===== src/rtl/edge_pkg.sv =====
// Shared types for the edge decoder: FSM state encoding and error codes.
package edge_pkg;

  typedef enum logic [1:0] {
    ST_LOW   = 2'd0,
    ST_HIGH  = 2'd1,
    ST_FAULT = 2'd2
  } state_e;

  localparam logic [1:0] ERR_NONE    = 2'd0;
  localparam logic [1:0] ERR_RISE_HI = 2'd1;
  localparam logic [1:0] ERR_DOWN_LO = 2'd2;
  localparam logic [1:0] ERR_BOTH    = 2'd3;

endpackage


===== src/rtl/sat_counter.sv =====
// Saturating up-counter: load restarts at 1, inc counts up and sticks at all-ones.
module sat_counter #(
  parameter int W = 16
) (
  input  logic         clk,
  input  logic         rst_n,
  input  logic         load,
  input  logic         inc,
  output logic [W-1:0] count,
  output logic         sat
);

  localparam logic [W-1:0] MAX = '1;

  // sat marks that the all-ones value was reached, so a phase of exactly MAX reports overflow
  always_ff @(posedge clk or posedge rst_n) begin
    if (rst_n) begin
      count <= '0;
      sat   <= 1'b0;
    end else if (load) begin
      count <= W'(1);
      sat   <= (W == 1);
    end else if (inc && (count != MAX)) begin
      count <= count + 1'b1;
      sat   <= ((count + 1'b1) == MAX);
    end
  end

endmodule


===== src/rtl/edge_decoder.sv =====
// Rebuilds a level from rise/down pulses, measures high-phase width and flags protocol errors.
module edge_decoder
  import edge_pkg::*;
#(
  parameter int CNT_W = 16
) (
  input  logic             clk,
  input  logic             rst_n,
  input  logic             rise,
  input  logic             down,
  input  logic             clr_err,
  output logic             level,
  output logic             width_valid,
  output logic [CNT_W-1:0] width,
  output logic             width_ovf,
  output logic             err,
  output logic [1:0]       err_code,
  output logic [1:0]       state_dbg
);

  state_e             state, state_nx;
  logic               level_nx, valid_nx, capture;
  logic               cnt_load, cnt_inc;
  logic [CNT_W-1:0]   cnt;
  logic               cnt_sat;
  logic               new_err;
  logic [1:0]         new_code;
  logic               err_nx;
  logic [1:0]         err_code_nx;

  sat_counter #(.W(CNT_W)) u_cnt (
    .clk   (clk),
    .rst_n (rst_n),
    .load  (cnt_load),
    .inc   (cnt_inc),
    .count (cnt),
    .sat   (cnt_sat)
  );

  assign state_dbg = state;

  always_comb begin
    state_nx = state;
    level_nx = 1'b0;
    valid_nx = 1'b0;
    capture  = 1'b0;
    cnt_load = 1'b0;
    cnt_inc  = 1'b0;
    new_err  = 1'b0;
    new_code = ERR_NONE;
    case (state)
      ST_LOW: begin
        if (rise && down) begin
          state_nx = ST_FAULT;
          new_err  = 1'b1;
          new_code = ERR_BOTH;
        end else if (rise) begin
          state_nx = ST_HIGH;
          level_nx = 1'b1;
          cnt_load = 1'b1;
        end else if (down) begin
          new_err  = 1'b1;
          new_code = ERR_DOWN_LO;
        end
      end
      ST_HIGH: begin
        if (rise && down) begin
          state_nx = ST_FAULT;
          new_err  = 1'b1;
          new_code = ERR_BOTH;
        end else if (down) begin
          state_nx = ST_LOW;
          valid_nx = 1'b1;
          capture  = 1'b1;
        end else begin
          level_nx = 1'b1;
          cnt_inc  = 1'b1;
          if (rise) begin
            new_err  = 1'b1;
            new_code = ERR_RISE_HI;
          end
        end
      end
      ST_FAULT: begin
        if (clr_err) state_nx = ST_LOW;
      end
      default: state_nx = ST_LOW;
    endcase

    // First error wins, but a clear in the same cycle lets the new error replace it
    err_nx      = err;
    err_code_nx = err_code;
    if (new_err) begin
      err_nx = 1'b1;
      if (!err || clr_err) err_code_nx = new_code;
    end else if (clr_err) begin
      err_nx      = 1'b0;
      err_code_nx = ERR_NONE;
    end
  end

  always_ff @(posedge clk or posedge rst_n) begin
    if (rst_n) begin
      state       <= ST_LOW;
      level       <= 1'b0;
      width_valid <= 1'b0;
      width       <= '0;
      width_ovf   <= 1'b0;
      err         <= 1'b0;
      err_code    <= ERR_NONE;
    end else begin
      state       <= state_nx;
      level       <= level_nx;
      width_valid <= valid_nx;
      err         <= err_nx;
      err_code    <= err_code_nx;
      if (capture) begin
        width     <= cnt;
        width_ovf <= cnt_sat;
      end
    end
  end

endmodule


===== config.mk =====
export PLATFORM = sky130hd
export DESIGN_NAME = edge_decoder
export DESIGN_NICKNAME = d
export VERILOG_FILES = /design/src/rtl/edge_pkg.sv /design/src/rtl/sat_counter.sv /design/src/rtl/edge_decoder.sv
export SDC_FILE = /design/constraint.sdc
export NUM_CORES = 1
export LEC_CHECK = 0
export BUFFER_PORTS_ARGS = -buffer_cell sky130_fd_sc_hd__clkbuf_2
export CELL_PAD_IN_SITES_DETAIL_PLACEMENT = 1
export CELL_PAD_IN_SITES_GLOBAL_PLACEMENT = 1
export CORE_MARGIN = 2
export CORE_UTILIZATION = 47
export CTS_BUF_LIST = sky130_fd_sc_hd__clkbuf_2 sky130_fd_sc_hd__clkbuf_4 sky130_fd_sc_hd__clkbuf_8
export CTS_CLUSTER_DIAMETER = 120
export DETAILED_ROUTE_END_ITERATION = 10
export PLACE_DENSITY_LB_ADDON = 0.12
export REMOVE_ABC_BUFFERS = 1
export SLEW_MARGIN = 5
export SYNTH_ARGS = -nofsm -noshare
export SYNTH_HDL_FRONTEND = slang
export SYNTH_HIERARCHICAL = 1
export SYNTH_SLANG_ARGS = --single-unit

===== constraint.sdc =====
create_clock -name clk -period 2.4 [get_ports clk]
set_input_delay 0.12 -clock clk [delete_from_list [all_inputs] [get_ports clk]]
set_output_delay 0.12 -clock clk [all_outputs]
set_load 0.03 [all_outputs]

==> results.cfg <==
[yosys]
async_reset_ff_share_pct = 100.0
synth_largest_type_area_fraction_pct = 46.15
synth.lib_cells_used.distinct = 54
netlist.top_cell.by_area = dfrtp_1
post_synth.cell_area_avg_um2 = 10.90
synth.top_cells.by_area = dfrtp_1 46%, mux2_4 6.1%, xnor2_1 5.9%
ys.warnings.count = 6
ys_seq_area_share_pct = 46.15
syn-instance-count = 204
postSynthRegisterBits = 41
yosys_most_used_dff = dfrtp_1
synthesis.area_um2 = 2223
synth-edff-count = 0

[global_routing]
groute.usage.overall_pct = 21.45
antenna_violations_before_repair = 0
grt_first_pass_wirelength_mm = 8.707
maximum_number_of_pins_on_one_net_before_global_route_repair = 25
grt_pass1_vias = 1730
grt_overflow_total = 0

[place]
dp.cells = 279
gp_congestion = 0.9017
detailed_place_hpwl_mm = 3.751
place.port_buffers = 28

[sta]
worst_clock_skew_ns = 0.01123
min_period_over_period_pct = 86.62
fin_setup_tns_ns = 0
maxSlewHeadroom_pct = 34.08
hold_slack_ns = 0.08568
unrepaired_setup_endpoints_after_global_routing = false
total_count_of_hold_check_failures_in_the_final_report = 0
tightest_slew_ns = 0.9877
maxClockFrequency_mhz = 481.0
layout_min_cycle_time_ns = 2.079
setup_violations = 0
timing_max_transition_violations_final = 0

[cells_and_area]
multiInputGateArea_um2 = 1071
finalCoreUtilization_pct = 54.54
area_growth_pct = 13.56
finish.net_count = 240
antenna_cells = 0
drive_above_1_share_pct = 29.06
sequential_cell_area_um2 = 1026
finalNonFillerCells = 288
fillers = 529

[cts]
cts_tree = yes
htreeDepth = 2
numClockSinks = 41
clk_transition_reported_paths_ns = 0.08
ctsLongestPathBuffers = 2
cts_root_buffer = clkbuf_8
tritoncts.num_buffers = 5
worst_skew_pair.late_latency_ns = 0.30
post_cts_resized = 0

[worst_hold_path]
hp-class = input pin to flip-flop
number_of_stages_on_the_worst_hold_path = 2

[route]
drtAntennaViolNets = 0
viasPerCell = 5.927
met3RoutedLength_um = 178
vias = 1707
drt_drc_violations_left = 0
routed-wl-met2_mm = 2.666
drt_iter0_drc = 67
highest-signal-layer = met4
totalWireLength_mm = 5.248
drtPass1Iterations = 4
wirelength_per_cell_um = 18.22
routedLengthMet1_mm = 2.336

[setup_path]
critical_path.max_stage_delay_ns = 0.49
crit_path_cell_trace = ha_1 -> nand3_1 -> nor4_4 -> a2111oi_0 -> xnor2_1 -> nor2_1
max_fanout_on_critical_path = 10
cpMaxStageDelayCell = nor4_4
cell_depth_of_the_worst_flop_to_flop_path = 6
critPathKind = flip-flop to flip-flop
worst_ep_required_time_ns = 2.59
cp_top_family = simple AND/OR/NAND/NOR gates
start_kind = flip-flop
critical_path_depth = 6
path_buf_inv = 0
worst_setup_path_end_kind = flip-flop
timing.critical_path.arrival_ns = 2.26

[power_and_ir_drop]
peakVddDrop_mv = 0.2506
power.density_nw_per_um2 = 738.0
power.internal_mw = 1.261
power.static_leakage_nw = 1.151
p_sw_share_pct = 32.31
power.share.clock_pct = 31.7
p_seq_share_pct = 44.0
net_sw_power_uw = 602.1
power.combinational.fraction_pct = 24.2

[run]
cap_violations = 0

[floorplan]
coreArea_um2 = 4629
die_height_um = 72.78
fp-row-count = 25
io_pins = 29
dieArea_um2 = 5297
die_w_um = 72.78
start_util_pct = 48.03

[outcome]
status = finished clean
[timing repair]
action / CTS / global route
endpoints found under the hold margin: 17 / 0
buffers inserted: 0 / 0
setup endpoints to repair: 0 / 0
hold buffers: 1 / 0
[cells by family (layout without fill, tap and decap cells)]
logic type / after synthesis / after routing / share of synthesized area (%)
compound gates: 32 / 32 / 10.52
xor+xnor: 15 / 15 / 5.909
fa+ha+maj: 2 / 2 / 1.125
buf+inv: 24 / 54 / 5.684
flops: 41 / 41 / 46.15
mux: 19 / 19 / 11.03
simple gates: 71 / 71 / 19.58
[power by group through the flow]
stage / registers (mW) / logic (mW) / clock network (mW)
2_1_floorplan: 0.941 / 0.184 / 0
3_5_place_dp: 0.836 / 0.452 / 0
6_report: 0.821 / 0.452 / 0.591
5_1_grt: 0.835 / 0.493 / 0.630
4_1_cts: 0.823 / 0.455 / 0.602
3_3_place_gp: 0.829 / 0.438 / 0
[Yosys cell counts (3+ instances only)]
master / number
dfrtp_1: 41
nor2_1: 16
xnor2_1: 15
inv_1: 10
mux2_4: 9
nand3_1: 9
buf_2: 8
mux2_2: 8
nand2_1: 8
a211oi_1: 6
nor3_1: 6
a21oi_1: 4
a31oi_1: 4
nand4_1: 4
nand2b_1: 3
o211ai_1: 3
[layout make-up]
cell class / count / share of cell area [%]
Sequential cell: 41 / 40.63
Clock buffer: 6 / 3.271
Inverter: 10 / 1.487
Multi-Input combinational cell: 139 / 42.42
Timing Repair Buffer: 36 / 8.028
Clock inverter: 2 / 1.487
Tap cell: 54 / 2.676
[worst paths after layout]
| kind | slack (ns) | from | endpoint |
|---|---|---|---|
| max | 0.32 | u_cnt/count[0] | u_cnt/count[7] |
| min | 0.09 | clr_err | state_dbg[1] |
| max reg2reg | 0.32 | u_cnt/count[0] | u_cnt/count[7] |
| min reg2reg | 0.51 | width[13] | width[13] |
| max in group asynchronous | 1.19 | rst_n | width[11] |
| min in group asynchronous | 0.46 | rst_n | u_cnt/count[5] |
[per-layer routing]
layer / global-route usage [%] / up-vias
met5: 0 / -
met4: 5.967 / 0
met3: 4.282 / 7
met2: 35.56 / 38
met1: 28.60 / 872
li1: - / 790
[registers in the layout, summed over array words and instances, names as in the netlist]
signal	cells
u_cnt/count	16
width	16
err_code	2
state_dbg	2
err	1
level	1
u_cnt/sat	1
width_ovf	1
width_valid	1
[through the flow]
stage / worst slack (ns) / power, mW / cell area (um^2)
after floorplan: 0.1223 / 1.126 / 2135
after global placement: 0.4268 / 1.267 / 2395
final: 0.3212 / 1.863 / 2525
after detailed placement: 0.3821 / 1.288 / 2395
after CTS: 0.3421 / 1.881 / 2525
after global routing: 0.1425 / 1.959 / 2525
[cells in the final DEF, fill, tap and decap left out, types with 2 or more instances in the layout]
master / instances
o21ai_0: 2
o211ai_1: 3
mux2i_1: 2
mux2_4: 9
nand2_1: 8
mux2_2: 8
clkbuf_8: 6
nand2b_1: 3
nand4b_1: 2
inv_1: 10
a21oi_1: 4
nand3_1: 9
clkbuf_2: 28
ha_1: 2
nor3b_1: 2
a2111oi_0: 2
buf_4: 7
or2_2: 2
nor2b_1: 2
a211oi_1: 6
nor3_1: 6
nor4_1: 2
nor2_1: 16
and4_1: 2
dfrtp_1: 41
nand4_1: 4
nand3b_1: 2
a31oi_1: 4
xnor2_1: 15
No activity file was read; power rests on OpenSTA's default activity.
